==> config.mk <==
export PLATFORM = sky130hd
export DESIGN_NAME = frame_scan_sequencer
export DESIGN_NICKNAME = d
export VERILOG_FILES = /design/src/rtl/frame_scan_pkg.sv /design/src/rtl/frame_scan_sequencer.sv
export SDC_FILE = /design/constraint.sdc
export NUM_CORES = 1
export LEC_CHECK = 0
export CORE_MARGIN = 5
export CORE_UTILIZATION = 40
export CTS_BUF_LIST = sky130_fd_sc_hd__clkbuf_8
export DETAILED_ROUTE_END_ITERATION = 7
export PLACE_DENSITY = 0.66
export SLEW_MARGIN = 15
export SYNTH_ARGS = -nofsm -noshare
export SYNTH_HDL_FRONTEND = slang
export SYNTH_SLANG_ARGS = --single-unit
export TNS_END_PERCENT = 10
==> constraint.sdc <==
create_clock -name clk -period 3.7 [get_ports clk]
set_clock_uncertainty 0.05 [all_clocks]
set_input_delay 0.74 -clock clk [delete_from_list [all_inputs] [get_ports clk]]
set_output_delay 0.74 -clock clk [all_outputs]
set_load 0.005 [all_outputs]
==> src/rtl/frame_scan_pkg.sv <==
// frame_scan_pkg
//   Shared definitions for the frame scan sequencer: the FSM state encoding
//   and helpers that derive the beat count and beat index width from the
//   frame geometry.
package frame_scan_pkg;

    typedef enum logic [2:0] {
        IDLE  = 3'd0,
        CLEAR = 3'd1,
        RUN   = 3'd2,
        CHECK = 3'd3,
        FIN   = 3'd4
    } scan_state_t;

    // Beats per frame: every beat carries pos_count pixels.
    function automatic int calc_beats(input int width, input int height, input int pos_count);
        return (width * height) / pos_count;
    endfunction

    // Index width for the beat counter, never narrower than one bit.
    function automatic int calc_beat_bits(input int beats);
        int w;
        w = $clog2(beats);
        return (w < 1) ? 1 : w;
    endfunction

endpackage

==> src/rtl/frame_scan_sequencer.sv <==
// frame_scan_sequencer
//   Sequences the parallel-lane coordinate generator through one frame scan.
//   Resets the generator, presents one valid/ready beat per coordinate step
//   to the pixel pipeline, increments the generator on every accepted beat,
//   cross-checks the generator's finished flag against the beat count and
//   reports completion plus a running frame count.
//
// Ports
//   clk, rst        clock, synchronous active-high reset
//   start, abort    frame trigger (IDLE only) / abandon current frame
//   busy, done      not-IDLE flag / one-cycle frame-complete pulse
//   err             sticky finished-flag mismatch, cleared by rst or start
//   gen_rst/gen_inc generator reset and increment
//   gen_finished    generator all-lanes-wrapped flag
//   out_valid/ready beat handshake to the pixel pipeline
//   beat_idx        current beat index
//   frame_count     completed frames (wraps)
//
// Build option
//   FRAME_SCAN_SEQUENCER_CONTINUOUS_EN: FIN chains straight into CLEAR for a
//   free-running scan; abort still returns to IDLE.
module frame_scan_sequencer
    import frame_scan_pkg::*;
#(
    parameter int WIDTH          = 256,
    parameter int HEIGHT         = 256,
    parameter int POS_COUNT      = 4,
    parameter int FRAME_CNT_BITS = 16,
    localparam int BEATS         = calc_beats(WIDTH, HEIGHT, POS_COUNT),
    localparam int BEAT_BITS     = calc_beat_bits(BEATS)
) (
    input  logic                      clk,
    input  logic                      rst,
    input  logic                      start,
    input  logic                      abort,
    output logic                      busy,
    output logic                      done,
    output logic                      err,
    output logic                      gen_rst,
    output logic                      gen_inc,
    input  logic                      gen_finished,
    output logic                      out_valid,
    input  logic                      out_ready,
    output logic [BEAT_BITS-1:0]      beat_idx,
    output logic [FRAME_CNT_BITS-1:0] frame_count
);

    localparam logic [BEAT_BITS-1:0] LAST_BEAT = BEAT_BITS'(BEATS - 1);

    scan_state_t               r_state;
    scan_state_t               w_state_nxt;
    logic [BEAT_BITS-1:0]      r_beat_idx;
    logic [FRAME_CNT_BITS-1:0] r_frame_count;
    logic                      r_err;
    logic                      w_handshake;
    logic                      w_last_beat;
    logic                      w_start_ok;

    assign w_handshake = (r_state == RUN) && out_ready;
    assign w_last_beat = (r_beat_idx == LAST_BEAT);
    // abort outranks start even when idle
    assign w_start_ok  = start && !abort;

    always_ff @(posedge clk) begin
        if (rst) begin
            r_state       <= IDLE;
            r_beat_idx    <= '0;
            r_frame_count <= '0;
            r_err         <= 1'b0;
        end else begin
            r_state <= w_state_nxt;
            case (r_state)
                IDLE: begin
                    if (w_start_ok) r_err <= 1'b0;
                end
                CLEAR: begin
                    r_beat_idx <= '0;
                end
                RUN: begin
                    // The generator only reports finished once the last
                    // increment has landed, so any earlier report is a fault.
                    if (gen_finished) r_err <= 1'b1;
                    if (w_handshake && !w_last_beat) r_beat_idx <= r_beat_idx + 1'b1;
                end
                CHECK: begin
                    if (!gen_finished) r_err <= 1'b1;
                end
                FIN: begin
                    r_frame_count <= r_frame_count + 1'b1;
                end
                default: ;
            endcase
        end
    end

    always_comb begin
        w_state_nxt = r_state;
        case (r_state)
            IDLE:  if (w_start_ok) w_state_nxt = CLEAR;
            CLEAR: w_state_nxt = abort ? IDLE : RUN;
            RUN: begin
                if (abort)                          w_state_nxt = IDLE;
                else if (w_handshake && w_last_beat) w_state_nxt = CHECK;
            end
            CHECK: w_state_nxt = abort ? IDLE : FIN;
`ifdef FRAME_SCAN_SEQUENCER_CONTINUOUS_EN
            FIN:   w_state_nxt = abort ? IDLE : CLEAR;
`else
            FIN:   w_state_nxt = IDLE;
`endif
            default: w_state_nxt = IDLE;
        endcase
    end

    assign busy        = (r_state != IDLE);
    assign done        = (r_state == FIN);
    assign err         = r_err;
    // Generator is held in reset alongside the sequencer.
    assign gen_rst     = rst || (r_state == CLEAR);
    assign out_valid   = (r_state == RUN);
    assign gen_inc     = w_handshake;
    assign beat_idx    = r_beat_idx;
    assign frame_count = r_frame_count;

endmodule
==> results of run 1 <==
==> where the power goes <==
part	total (mW)	switching (mW)	internal, mW
clock	0.294	0.144	0.150
combinational	0.0309	0.0154	0.0155
sequential	0.369	0.00250	0.367
total	0.694	0.162	0.532
==> layer usage <==
metal  vias up  part of all wire  track usage
li1        825                 -            -
met4         0             0.010      0.04021
met3         5             0.043      0.04374
met1       765              0.50       0.1916
met5         -                 0            0
met2        39              0.45       0.2132
==> final cells by class <==
type,instances,share of cell area
Clock inverter,2,0.005391
Multi-Input combinational cell,151,0.4464
Inverter,5,0.008086
Tap cell,52,0.02803
Clock buffer,6,0.03558
Timing Repair Buffer,43,0.1833
Sequential cell,34,0.2933
==> worst paths after layout <==
path / endpoint / slack [ns]
max: gen_rst / 0.69
min: frame_count[15] / 0.43
max reg2reg: beat_idx[13] / 1.65
min reg2reg: frame_count[15] / 0.43
==> layout by cell type (no fill, tap or decap), drive strengths merged, types with 2 or more instances in the layout <==
cell	instances
nor3	5
nand3	11
nand4	6
inv	5
xor2	7
or3	4
o211ai	6
nor4	5
ha	2
o21ai	5
xnor2	5
or4	7
nand4bb	2
a21oi	15
nand2b	2
clkdlybuf4s50	41
nand3b	2
a311oi	4
o31ai	5
dfxtp	34
buf	2
and3	3
mux2i	3
nor3b	3
or2	3
nand2	17
clkbuf	6
nor2	15
==> worst register-to-register path, delay by kind of cell (launching register included) <==
| kind | cells | cell delay [ns] |
|---|---|---|
| AND/OR/NAND/NOR | 3 | 1.12 |
| flip-flops | 1 | 0.41 |
| multiplexers | 1 | 0.20 |
| buffers and inverters | 1 | 0.21 |
==> flip-flops by register name (all words and copies together), names as in the netlist <==
| signal | count |
|---|---|
| beat_idx | 14 |
| err | 1 |
| frame_count | 16 |
| r_state | 3 |
==> kinds of logic after synthesis <==
kind of cell	Yosys count	synth area share
simple gates	93	0.3401
compound gates	41	0.1528
flops	34	0.3831
buf+inv	14	0.03380
xor+xnor	12	0.05915
mux	3	0.01690
fa+ha+maj	2	0.01408
==> stage by stage <==
step	util	area, sq um
finish	0.5367	2321
global route	0.5367	2321
CTS	0.5367	2321
detailed placement	0.5148	2226
global placement	0.5148	2226
floorplan	-	1777
==> metrics.log, run 1 <==
INFO  metric dp_worst_setup_slack = 0.8011 ns
INFO  metric fmaxAchievable = 0.3326 GHz
INFO  metric fraction_of_the_cycle_the_final_worst_path_needs = 0.8127
INFO  metric grt_start_max_net_pins = 37
INFO  metric hold_path.startpoint = frame_count[15]
INFO  metric hold-worst-slack = 0.4320 ns
INFO  metric grt-ovfl-total = 0
INFO  metric fin_crit = 3.007 ns
INFO  metric worst_r2r_path_depth = 5
INFO  metric syn_nets = 207
INFO  metric first_pass_grt_wire_length = 6.948 mm
INFO  metric postCtsSetupRepairBufs = 0
INFO  metric min_delay_path_depth = 2
INFO  metric run_status = complete, no violations
INFO  metric drt.antenna.violating_nets = 0
INFO  metric cpMaxStageDelayCell = sky130_fd_sc_hd__or3b_1
INFO  metric final-instance-count-excl-fill = 293
INFO  metric seq_area = 680.7 sq um
INFO  metric initial_cell_density_of_the_core = 0.4109
INFO  metric yosysTopAreaCell = sky130_fd_sc_hd__dfxtp_1
INFO  metric clock_latency = 0.29 ns
INFO  metric antenna-diode-count = 0
INFO  metric ys.flop_type = sky130_fd_sc_hd__dfxtp_1
INFO  metric drt-vias-per-instance = 5.577
INFO  metric die_width = 76.65 um
INFO  metric setup.worst_path.end_class = output port
INFO  metric post_cts_resize_count = 0
INFO  metric ctsHtreeMaxLevel = 2
INFO  metric detail_route.wirelength = 4.154 mm
INFO  metric cp_data_required_time = 2.91 ns
INFO  metric post_route_cells_drive_above_1_share = 0.09544
INFO  metric grt_antenna_before_repair = 0
INFO  metric synth.lib_cells_used.distinct = 50
INFO  metric cellPowerDensity = 299.0 mW/mm^2
INFO  metric worst_r2r_startpoint = r_state[2]
INFO  metric dpl.cell_count = 285
INFO  metric chipHeight = 76.65 um
INFO  metric detailroute.via_count = 1634
INFO  metric leakage = 0.7328 nW
INFO  metric clkSinkCount = 34
INFO  metric timing.final.setup_violations = 0
INFO  metric cp_slowest_stage_delay = 0.59 ns
INFO  metric arrival = 2.22 ns
INFO  metric clock_transition_at_the_registers_of_the_reported_paths = 0.07 ns
INFO  metric slew_at_the_pin_closest_to_its_max_slew_limit = 0.6003 ns
INFO  metric fill_cells = 425
INFO  metric timing.slew.headroom = 0.5989
INFO  metric synth_async_sr_flop_share = 0
INFO  metric fin_setup_tns = 0 ns
INFO  metric final_hold_vio_count = 0
INFO  metric multiInputGateArea = 0.001036 sq mm
INFO  metric core_area = 0.004324 sq mm
INFO  metric synth_seq_area_share = 0.3831
INFO  metric post_synth.cell_area_avg = 8.928 sq um
INFO  metric post_cts_hold_fix_bufs = 0
INFO  metric fin_total_pwr = 0.6939 mW
INFO  metric worst-path-stages = 4
INFO  metric post_layout_worst_setup_margin = 0.6930 ns
INFO  metric cp_cell_sequence = or3b_1 -> and2b_1 -> inv_1 -> clkdlybuf4s50_1
INFO  metric synthMostInstantiatedCell = sky130_fd_sc_hd__dfxtp_1
INFO  metric synth_seq_cells = 34
INFO  metric design.portCount = 42
INFO  metric detail_route.wl_per_cell = 14.18 um
INFO  metric remaining_drc_errors = 0
INFO  metric number_of_global_route_vias_before_repair = 1478
INFO  metric vdd.ir_drop.worst = 0.1973 mV
INFO  metric global_route.usage.total = 0.1408
INFO  metric timing_worst_setup_path_type = reg -> out
INFO  metric rsz0062_at_grt = no
INFO  metric detailed_placement_hpwl = 2.785 mm
INFO  metric crit_path_start = r_state[0]
INFO  metric areaGrowthSynthToFinish = 30.63%
INFO  metric synth_enable_flop_cells = 0
INFO  metric worst_path_dominant_cell_family = simple AND/OR/NAND/NOR gates
INFO  metric cts_buffers = 5
INFO  metric finalWeightedCongestion = 0.7917
INFO  metric synth.top_cells.by_count = 34 x sky130_fd_sc_hd__dfxtp_1, 17 x sky130_fd_sc_hd__nand2_1, 15 x sky130_fd_sc_hd__a21oi_1, 15 x sky130_fd_sc_hd__nor2_1, 10 x sky130_fd_sc_hd__nand3_1
INFO  metric detail_route.first_pass.iterations = 4
INFO  metric final_net_count = 248
INFO  metric synth_top_area_share = 0.3831
INFO  metric synthesis.instances = 199
INFO  metric count_of_buffers_inserted_at_the_top_level_ports = 41
INFO  metric worst_hold_path_type = reg -> reg
INFO  metric report.final.slew_viol_count = 0
INFO  metric tritoncts = built
INFO  metric synth_area_leaders = sky130_fd_sc_hd__dfxtp_1 38%, sky130_fd_sc_hd__a21oi_1 4.2%, sky130_fd_sc_hd__nand2_1 3.6%
INFO  metric synthesis.area = 0.001777 sq mm
INFO  metric ctsRootBufferMaster = sky130_fd_sc_hd__clkbuf_8
INFO  metric clockBufferDepth = 2
INFO  metric detailedRoute.firstIterationViolations = 93
INFO  metric path_max_fanout = 12
INFO  metric crit_buf_inv = 2
INFO  metric drv.max_cap_violation_count = 0
INFO  metric fp.dieArea = 0.005874 sq mm
INFO  metric yosys_warnings = 0
INFO  metric rows = 24
INFO  metric crit_path_launch_type = flip-flop
Power figures use the tool's default switching activity.
==> run 2: changes to the inputs <==
==> constraint.sdc (replaced) <==
create_clock -name clk -period 3.1 [get_ports clk]
set_clock_uncertainty 0.05 [all_clocks]
set_input_delay 0.62 -clock clk [delete_from_list [all_inputs] [get_ports clk]]
set_output_delay 0.62 -clock clk [all_outputs]
set_load 0.005 [all_outputs]
==> run 2 against run 1 <==
Effect of this change:
- critical path type unchanged
- wire length shrank 1.2%
- clock power grew 74%
- worst hold slack gained 0.0016 ns
- sequential share of layout area shrank 0.68 points
==> metrics.log, run 2 (synthesis results as in run 1) <==
INFO  metric fin_crit = 2.886 ns
INFO  metric post_cts_resize_count = 0 (unchanged)
INFO  metric fp.dieArea = 0.005874 sq mm (unchanged)
INFO  metric hold_path.startpoint = frame_count[15]
INFO  metric critical_path.reg2reg.endpoint = beat_idx[13]
INFO  metric hold-worst-slack = 0.4336 ns (+0.001568 ns)
INFO  metric leakage = 0.7625 nW (+4.0%)
INFO  metric chipHeight = 76.65 um (unchanged)
INFO  metric areaGrowthSynthToFinish = 33.73%
INFO  metric rows = 24 (unchanged)
INFO  metric antenna-diode-count = 0 (unchanged)
INFO  metric final_net_count = 249 (+0.40%)
INFO  metric stdcell_area = 0.002376 sq mm (+2.4%)
INFO  metric cellPowerDensity = 416.2 mW/mm^2 (+39%)
INFO  metric post_cts_hold_fix_bufs = 0 (unchanged)
INFO  metric cts_buffers = 5 (unchanged)
INFO  metric drv.max_cap_violation_count = 0 (unchanged)
INFO  metric reg2reg_slack = 1.03 ns (-0.62 ns)
INFO  metric rsz0062_at_grt = no
INFO  metric report.final.slew_viol_count = 0 (unchanged)
INFO  metric timing.slew.headroom = 0.6460 (+0.04705)
INFO  metric fmaxAchievable = 0.3465 GHz
INFO  metric setup.worst_path.end_class = output port
INFO  metric crit_path_start = r_state[0]
INFO  metric grt-ovfl-total = 0 (unchanged)
INFO  metric slew_at_the_pin_closest_to_its_max_slew_limit = 0.5271 ns (-0.07323 ns)
INFO  metric die_width = 76.65 um (unchanged)
INFO  metric count_of_buffers_inserted_at_the_top_level_ports = 41 (unchanged)
INFO  metric worst_hold_path_type = reg -> reg
INFO  metric post_route_cells_drive_above_1_share = 0.09917 (+0.003738)
INFO  metric timing.final.setup_violations = 0 (unchanged)
INFO  metric global_route.usage.total = 0.1417 (+0.0009100)
INFO  metric ctsRootBufferMaster = sky130_fd_sc_hd__clkbuf_8
INFO  metric detail_route.wirelength = 4.104 mm (-1.2%)
INFO  metric core_area = 0.004324 sq mm (unchanged)
INFO  metric min_delay_path_depth = 2 (unchanged)
INFO  metric cp_cell_sequence = or3b_1 -> and2b_1 -> inv_1 -> clkdlybuf4s50_1
INFO  metric detailroute.via_count = 1639 (+0.31%)
INFO  metric fraction_of_the_cycle_the_final_worst_path_needs = 0.9310
INFO  metric remaining_drc_errors = 0 (unchanged)
INFO  metric final_cell_mix = 41 x sky130_fd_sc_hd__clkdlybuf4s50_1, 34 x sky130_fd_sc_hd__dfxtp_1, 17 x sky130_fd_sc_hd__nand2_1
INFO  metric design.portCount = 42 (unchanged)
INFO  metric detail_route.first_pass.iterations = 4 (unchanged)
INFO  metric first_pass_grt_wire_length = 7.038 mm (+1.3%)
INFO  metric largest_register_ffs = 16 (unchanged)
INFO  metric clock_latency = 0.29 ns (about the same)
INFO  metric worst_r2r_startpoint = r_state[0]
INFO  metric initial_cell_density_of_the_core = 0.4109 (unchanged)
INFO  metric cpMaxStageDelayCell = sky130_fd_sc_hd__or3b_1
INFO  metric clock_transition_at_the_registers_of_the_reported_paths = 0.07 ns (about the same)
INFO  metric clockBufferDepth = 2 (unchanged)
INFO  metric most_common_library_cell_in_the_layout_ignoring_fill_and_taps = sky130_fd_sc_hd__clkdlybuf4s50_1
INFO  metric finalWeightedCongestion = 0.7965 (+0.61%)
INFO  metric arrival = 2.22 ns (about the same)
INFO  metric tritoncts = built
INFO  metric detailed_placement_hpwl = 2.879 mm (+3.4%)
INFO  metric postCtsSetupRepairBufs = 0 (unchanged)
INFO  metric cp_data_required_time = 2.43 ns (-0.48 ns)
INFO  metric final_hold_vio_count = 0 (unchanged)
INFO  metric fill_cells = 455 (+7.1%)
INFO  metric number_of_global_route_vias_before_repair = 1548 (+4.7%)
INFO  metric timing_worst_setup_path_type = reg -> out
INFO  metric drt.antenna.violating_nets = 0 (unchanged)
INFO  metric postPlaceCellArea = 0.002233 sq mm (+0.34%)
INFO  metric detailedRoute.firstIterationViolations = 92 (-1.1%)
INFO  metric detail_route.wl_per_cell = 13.96 um (-1.5%)
INFO  metric crit_path_launch_type = flip-flop
INFO  metric worst_r2r_path_depth = 5 (unchanged)
INFO  metric path_max_fanout = 12 (unchanged)
INFO  metric grt_start_max_net_pins = 37 (unchanged)
INFO  metric drt-vias-per-instance = 5.575 (about the same)
INFO  metric timing.hold.worst_endpoint = frame_count[15]
INFO  metric cp_slowest_stage_delay = 0.58 ns (about the same)
INFO  metric run_status = complete, no violations
INFO  metric clkSinkCount = 34 (unchanged)
INFO  metric fin_setup_tns = 0 ns (unchanged)
INFO  metric ctsHtreeMaxLevel = 2 (unchanged)
INFO  metric vdd.ir_drop.worst = 0.2559 mV (+30%)
INFO  metric grt_antenna_before_repair = 0 (unchanged)
==> run 2: cell types whose count changed in the layout (fill, tap and decap cells not counted) <==
cell / before / now
sky130_fd_sc_hd__clkinvlp_4: 1 / 0
sky130_fd_sc_hd__clkinv_2: 1 / 0
sky130_fd_sc_hd__buf_4: 2 / 3
sky130_fd_sc_hd__bufinv_16: 0 / 2
==> run 2: worst max path at each step <==
stage | end | slack, ns
6_report | gen_rst | 0.21
5_1_grt | gen_rst | 0.09
3_3_place_gp | gen_inc | 0.43
3_5_place_dp | gen_inc | 0.42
4_1_cts | gen_rst | 0.19
2_1_floorplan | gen_rst | 1.02
==> run 2: layout make-up <==
type	instances	area, sq um	area share
Clock buffer	6	82.58	0.03476
Clock inverter	2	60.06	0.02528
Inverter	5	18.77	0.007899
Multi-Input combinational cell	151	1036	0.4360
Sequential cell	34	680.7	0.2865
Tap cell	52	65.06	0.02738
Timing Repair Buffer	44	432.9	0.1822
==> run 2: report_power, final <==
| group | switching [mW] | internal [mW] | leakage, nW |
|---|---|---|---|
| Combinational | 0.0182 | 0.0185 | 0.417 |
| Clock | 0.168 | 0.343 | 0.0714 |
| Sequential | 0.00303 | 0.438 | 0.274 |
| Total | 0.190 | 0.799 | 0.763 |
==> run 2: worst max-delay path, delay by kind of cell, from the launching register on <==
| kind | cells | cell delay [ns] |
|---|---|---|
| buffers and inverters | 2 | 0.54 |
| flip-flops | 1 | 0.54 |
| AND/OR/NAND/NOR | 2 | 0.85 |
==> run 2: layer usage <==
metal,wire (um),track usage
met3,198,0.04374
met5,0,0
met2,1882,0.2209
met1,1985,0.1856
met4,38,0.04545
==> run 2: per-stage QoR <==
step	util	cells	total power [mW]	setup slack, ns
floorplan	-	199	0.4718	1.022
finish	0.5495	294	0.9888	0.2138
CTS	0.5495	294	1.000	0.1869
global placement	0.5165	286	0.4875	0.4349
global route	0.5495	294	1.021	0.08561
detailed placement	0.5165	286	0.4880	0.4178
==> run 3: changes to the inputs <==
--- a/config.mk
+++ b/config.mk
@@ -6,10 +6,10 @@
 export NUM_CORES = 1
 export LEC_CHECK = 0
 export CORE_MARGIN = 5
-export CORE_UTILIZATION = 40
-export CTS_BUF_LIST = sky130_fd_sc_hd__clkbuf_8
+export CORE_UTILIZATION = 51
+export CTS_BUF_LIST = sky130_fd_sc_hd__clkbuf_4 sky130_fd_sc_hd__clkbuf_8
 export DETAILED_ROUTE_END_ITERATION = 7
-export PLACE_DENSITY = 0.66
+export PLACE_DENSITY = 0.82
 export SLEW_MARGIN = 15
 export SYNTH_ARGS = -nofsm -noshare
 export SYNTH_HDL_FRONTEND = slang
==> constraint.sdc (replaced) <==
create_clock -name clk -period 3.1 [get_ports clk]
set_clock_uncertainty 0.05 [all_clocks]
set_input_delay 0.62 -clock clk [delete_from_list [all_inputs] [get_ports clk]]
set_output_delay 0.62 -clock clk [all_outputs]
set_load 0.1 [all_outputs]
==> run 3 against run 2 <==
Effect of this change:
- worst hold slack better by 0.0020 ns
- via count increased by 1.4%
- design area decreased by 7.2%
- critical path depth is the same
- wire length increased by 0.32%
- critical path type unchanged
- final cell count shrank 2.7%
- fmax up 6.7%
- sequential power barely moved
==> metrics.log, run 3 (synthesis results as in run 1) <==
INFO  metric run_status = complete, no violations
INFO  metric drt.antenna.violating_nets = 0 (unchanged)
INFO  metric clkPwrFrac = 0.316 (-0.201)
INFO  metric drv.max_cap_violation_count = 0 (unchanged)
INFO  metric clockBufferDepth = 2 (unchanged)
INFO  metric ctsRootBufferMaster = sky130_fd_sc_hd__clkbuf_4
INFO  metric stdcell_area = 0.002206 sq mm (-7.2%)
INFO  metric post_cts_resize_count = 0 (unchanged)
INFO  metric grt-ovfl-total = 0 (unchanged)
INFO  metric setup.worst_path.end_class = output port
INFO  metric worst_hold_path_type = reg -> reg
INFO  metric final_net_count = 248 (-0.40%)
INFO  metric chipHeight = 69.03 um (-9.9%)
INFO  metric tritoncts = built
INFO  metric most_common_library_cell_in_the_layout_ignoring_fill_and_taps = sky130_fd_sc_hd__buf_4
INFO  metric cellInternalPower = 0.5395 mW (-33%)
INFO  metric timing.slew.headroom = 0.6412 (-0.004778)
INFO  metric rsz0062_at_grt = no
INFO  metric vdd.ir_drop.worst = 0.2472 mV (-3.4%)
INFO  metric fmaxAchievable = 0.3696 GHz (+6.7%)
INFO  metric timing_worst_setup_path_type = reg -> out
INFO  metric detailroute.via_count = 1662 (+1.4%)
INFO  metric die_width = 69.03 um (-9.9%)
INFO  metric fp.dieArea = 0.004764 sq mm (-19%)
INFO  metric detailedRoute.firstIterationViolations = 100 (+8.7%)
INFO  metric cellPowerDensity = 330.9 mW/mm^2 (-20%)
INFO  metric initial_cell_density_of_the_core = 0.5283 (+0.1174)
INFO  metric count_of_buffers_inserted_at_the_top_level_ports = 41 (unchanged)
INFO  metric fraction_of_the_cycle_the_final_worst_path_needs = 0.8728 (-0.05827)
INFO  metric clock_transition_at_the_registers_of_the_reported_paths = 0.10 ns (+0.03 ns)
INFO  metric timing.final.setup_violations = 0 (unchanged)
INFO  metric slew_at_the_pin_closest_to_its_max_slew_limit = 0.5342 ns (+0.007114 ns)
INFO  metric detail_route.wirelength = 4.117 mm (+0.32%)
INFO  metric dr_wl_met2 = 1.947 mm (+3.5%)
INFO  metric detail_route.first_pass.iterations = 4 (unchanged)
INFO  metric cts_buffers = 5 (unchanged)
INFO  metric postCtsSetupRepairBufs = 0 (unchanged)
INFO  metric cp_cell_sequence = or3b_1 -> and2b_1 -> inv_1 -> buf_12
INFO  metric postPlaceCellArea = 0.002158 sq mm (-3.4%)
INFO  metric number_of_global_route_vias_before_repair = 1546 (-0.13%)
INFO  metric final_hold_vio_count = 0 (unchanged)
INFO  metric m1WireLength = 1.900 mm (-4.3%)
INFO  metric relative_contribution_of_combinational_cells_to_total_power = 0.079 (+0.042)
INFO  metric arrival = 2.04 ns (-0.18 ns)
INFO  metric final_cell_mix = 36 x sky130_fd_sc_hd__buf_4, 34 x sky130_fd_sc_hd__dfxtp_1, 17 x sky130_fd_sc_hd__nand2_1
INFO  metric top_signal_layer_used = met4
INFO  metric ctsHtreeMaxLevel = 2 (unchanged)
INFO  metric first_pass_grt_wire_length = 6.934 mm (-1.5%)
INFO  metric route.met3.wl = 207 um (+4.5%)
INFO  metric remaining_drc_errors = 0 (unchanged)
INFO  metric seq_power_share = 0.604 (+0.158)
INFO  metric report.final.slew_viol_count = 0 (unchanged)
INFO  metric global_route.usage.total = 0.1725 (+0.03081)
INFO  metric detail_route.wl_per_cell = 14.40 um (+3.1%)
INFO  metric post_route_cells_drive_above_1_share = 0.2458 (+0.1467)
INFO  metric antenna-diode-count = 0 (unchanged)
INFO  metric fin_crit = 2.706 ns (-0.1806 ns)
INFO  metric core_area = 0.003363 sq mm (-22%)
INFO  metric finalWeightedCongestion = 0.8302 (+4.2%)
INFO  metric design.portCount = 42 (unchanged)
INFO  metric grt_antenna_before_repair = 0 (unchanged)
INFO  metric crit_path_launch_type = flip-flop
INFO  metric grt_start_max_net_pins = 37 (unchanged)
INFO  metric power.switching_fraction = 0.2609 (+0.06917)
INFO  metric path_max_fanout = 12 (unchanged)
INFO  metric clkSinkCount = 34 (unchanged)
INFO  metric cp_slowest_stage_delay = 0.58 ns (about the same)
INFO  metric fin_setup_tns = 0 ns (unchanged)
INFO  metric leakage = 0.8008 nW (+5.0%)
INFO  metric power.switching = 0.1904 mW (+0.45%)
INFO  metric areaGrowthSynthToFinish = 24.16%
INFO  metric fill_cells = 322 (-29%)
INFO  metric rows = 21 (-13%)
INFO  metric post_cts_hold_fix_bufs = 0 (unchanged)
INFO  metric largest_register_ffs = 16 (unchanged)
INFO  metric detailed_placement_hpwl = 2.913 mm (+1.2%)
INFO  metric drt-vias-per-instance = 5.811 (+4.2%)
INFO  metric cpMaxStageDelayCell = sky130_fd_sc_hd__dfxtp_1
INFO  metric clock_latency = 0.34 ns (+0.05 ns)
INFO  metric cp_data_required_time = 2.43 ns (about the same)
run 3: area by class of cell:
class                   instances  area [sq um]  share of cell area
repair buffers                 43         360.3              0.1634
clock inverters                 2         10.01            0.004538
multi-input cells             151          1041              0.4719
clock buffers                   5         37.54             0.01702
flip-flops and latches         34         680.7              0.3086
well taps                      46         57.56             0.02609
inverters                       5         18.77            0.008508
run 3: worst paths after layout:
path | from | depth (start not counted) | end | slack, ns
min | frame_count[15] | 2 | frame_count[15] | 0.44
max reg2reg | beat_idx[0] | 5 | beat_idx[7] | 1.11
min reg2reg | frame_count[15] | 2 | frame_count[15] | 0.44
max | r_state[0] | 4 | gen_rst | 0.39
run 3: per-layer routing:
layer | vias to the layer above | GRT usage
met4 | 0 | 0.06941
li1 | 830 | -
met1 | 784 | 0.2141
met3 | 7 | 0.04506
met5 | - | 0
met2 | 41 | 0.2828
run 3: stage by stage:
stage	total power [mW]	utilization	hold slack, ns	setup WS, ns	std cells
after global routing	0.7590	0.6559	0.4787	0.3010	286
after CTS	0.7361	0.6559	0.4414	0.4000	286
after detailed placement	0.5091	0.6417	0.4247	0.5521	279
after global placement	0.5083	0.6417	0.4200	0.6021	279
final	0.7299	0.6559	0.4355	0.3944	286
after floorplan	0.4903	-	0.5901	0.4167	199
run 3: power by group through the flow:
stage                     Clock [mW]  Combinational [mW]  Sequential (mW)
final                          0.231              0.0580            0.441
after global routing           0.256              0.0612            0.442
after CTS                      0.237              0.0581            0.441
after detailed placement           0              0.0580            0.451
after global placement             0              0.0572            0.451
after floorplan                    0              0.0391            0.451
run 3: critical path: cells and delay by family (launching register included):
family,cells,cell delay (ns)
buf+inv,2,0.28
simple gates,2,0.85
flops,1,0.58
==> edit (flow settings as in run 1) <==
Make the reset (`rst`) asynchronous in one clocked block. Comments in the files are not updated.
--- a/src/rtl/frame_scan_sequencer.sv
+++ b/src/rtl/frame_scan_sequencer.sv
@@ -62,5 +62,5 @@
     assign w_start_ok  = start && !abort;
 
-    always_ff @(posedge clk) begin
+    always_ff @(posedge clk or posedge rst) begin
         if (rst) begin
             r_state       <= IDLE;
Check against the original RTL: differs if rst is asserted again (counterexample within 4 cycles, from zero or initial values and one cycle with rst high); with rst held inactive, the same outputs for 10 cycles.
==> edit against run 1 <==
  * Fmax is 4.3% higher
  * Worst setup slack improved by 0.12 ns
  * Design area shrank 0.27%
  * Highest routed layer unchanged
  * Sequential cell count unchanged
  * Synthesized area decreased by 1.2%
  * Final cell count is 9.9% lower
  * Critical path type is now primary input to primary output
  * Non-clock buffer count rose by 2
  * Wire length is 4.9% higher
Power is not compared: it rests on default switching activity, and its combinational part moved more than twofold at a synthesized area within 25%.
==> edit: results (changes against run 1) <==
stage,metric,value,unit,change
outcome,status,"complete, no violations",,
yosys,async_flop_share,100,%,+100 points
place,hpwl,3120,um,+12%
yosys,ys_seq_area_share,48.5,%,+10 points
cts,insertion_delay,0.29,ns,about the same
place,gp_congestion,0.833,,+5.2%
setup_path,cp_top_family,buffers and inverters,,
yosys,synth_fp_nets,175,,-15%
yosys,ys_top_cells_by_area,"dfrtp_1, xnor2_1, nand4_1",,
timing,relSlewSlack,57.0,%,-2.9 points
yosys,syn_area_per_cell,10.5,um^2,+18%
pwr,ir_drop,0.172,mV,
route,vias,1516,,-7.2%
place,place_inst,256,,-10%
hold_path,min_to,frame_count[15],,
yosys,yosysTopAreaCellShare,48.5,%,+10 points
cts,cts_setup_buffers,0,,unchanged
route,wl_per_cell,16.5,um,+16%
route,wl,4360,um,+4.9%
setup_path,crit_arrival,2.09,ns,-0.13 ns
place,pre_cts_ws,0.838,ns,+0.0371 ns
grt,antenna_found_initial,0,,unchanged
setup_path,rrSetupSlack,1.35,ns,-0.30 ns
grt,grt_pass1_wl,7570,um,+8.9%
cts,cts_buffers,5,,unchanged
setup_path,slowest_stage,clkdlybuf4s50_1,,
finish,fillers,378,,-11%
finish,nNetsFinal,219,,-12%
cts,cts.path.max_buffers,2,,unchanged
route,first_iter_violations,72,,-23%
setup_path,timing.rr.end,beat_idx[9],,
cts,cts.clk_slew.worst_paths,0.07,ns,about the same
setup_path,crit_path_max_incr_delay,0.53,ns,-0.06 ns
hold_path,holdPathStages,1,,-1
grt,grt_max_degree,35,,-5.4%
setup_path,regToRegStartpoint,beat_idx[1],,
grt,grtUsageTotal,15.7,%,+1.6 points
grt,first_global_vias,1621,,+9.7%
finish,drive_above_1_share,10.8,%,+1.3 points
yosys,yosysUniqueCellTypes,49,,-2.0%
pwr,switching_share,27.7,%,
yosys,synth_warnings,0,,unchanged
hold_path,min-delay-start,frame_count[15],,
yosys,synth_commonest_cells,"dfrtp_1, xnor2_1, nand4_1",,
setup_path,crit_fanout,9,,-3
finish,antenna_cells,0,,unchanged
[edit: changes by cell type in the layout (fill, tap and decap cells not counted), sizes merged, moves of 4 or more]
cell / delta
a21oi: -14
a311oi: -4
a31oi: +8
dfrtp: +34
dfxtp: -34
inv: +4
nand2: -9
nand4: +5
nor2: -12
o31ai: -4
xnor2: +9
xor2: -4
[edit: cells by family (layout without fill, tap and decap cells)]
logic type	count (synthesis)	after routing	synth area share, %
AND/OR/NAND/NOR	63	63	22.1
flip-flops	34	34	48.5
AO/OA/AOI/OAI	32	32	14.0
XOR/XNOR	17	17	8.48
buffers and inverters	17	62	4.28
adder cells (fa/ha/maj)	2	2	1.43
multiplexers	2	2	1.21
[edit: how the worst max path moves through the flow]
| stage | from | end | slack (ns) | cells past startpoint |
|---|---|---|---|---|
| finish | out_ready | gen_inc | 0.82 | 4 |
| global route | out_ready | gen_inc | 0.76 | 4 |
| CTS | out_ready | gen_inc | 0.83 | 4 |
| detailed placement | out_ready | gen_inc | 0.84 | 4 |
| global placement | out_ready | gen_inc | 0.83 | 4 |
| floorplan | beat_idx[0] | beat_idx[12] | 1.68 | 7 |
[edit: per-layer routing]
metal | global-route usage (%) | share of wire, %
met4 | 5.94 | 1.8
met2 | 27.1 | 50
met5 | 0 | 0
met3 | 4.73 | 5.8
met1 | 18.1 | 43
[edit: layout make-up]
| cell class | count | share of cell area, % |
|---|---|---|
| clock buffers | 6 | 3.57 |
| clock inverters | 2 | 0.541 |
| inverters | 9 | 1.46 |
| multi-input cells | 116 | 35.8 |
| flip-flops and latches | 34 | 36.8 |
| well taps | 52 | 2.81 |
| repair buffers | 45 | 19.0 |
[edit: power by group through the flow]
stage               registers [uW]  logic [uW]  clock network, uW
floorplan                      434        75.0                  0
global placement               440         152                  0
detailed placement             443         157                  0
CTS                            436         158                301
global route                   442         171                315
finish                         436         154                290
[edit: metrics by stage]
| stage | hold WS (ns) | instance area (um^2) |
|---|---|---|
| 2_1_floorplan | 0.418 | 1760 |
| 3_3_place_gp | 0.417 | 2220 |
| 3_5_place_dp | 0.420 | 2220 |
| 4_1_cts | 0.430 | 2310 |
| 5_1_grt | 0.449 | 2310 |
| 6_report | 0.423 | 2310 |
[edit: worst register-to-register path, cell delays in order (launching register included)]
cell and delay, ns:
dfrtp_1 0.43, ha_1 0.24, nand3_2 0.20, or4_1 0.67
a21o_1 0.43, a31oi_1 0.25
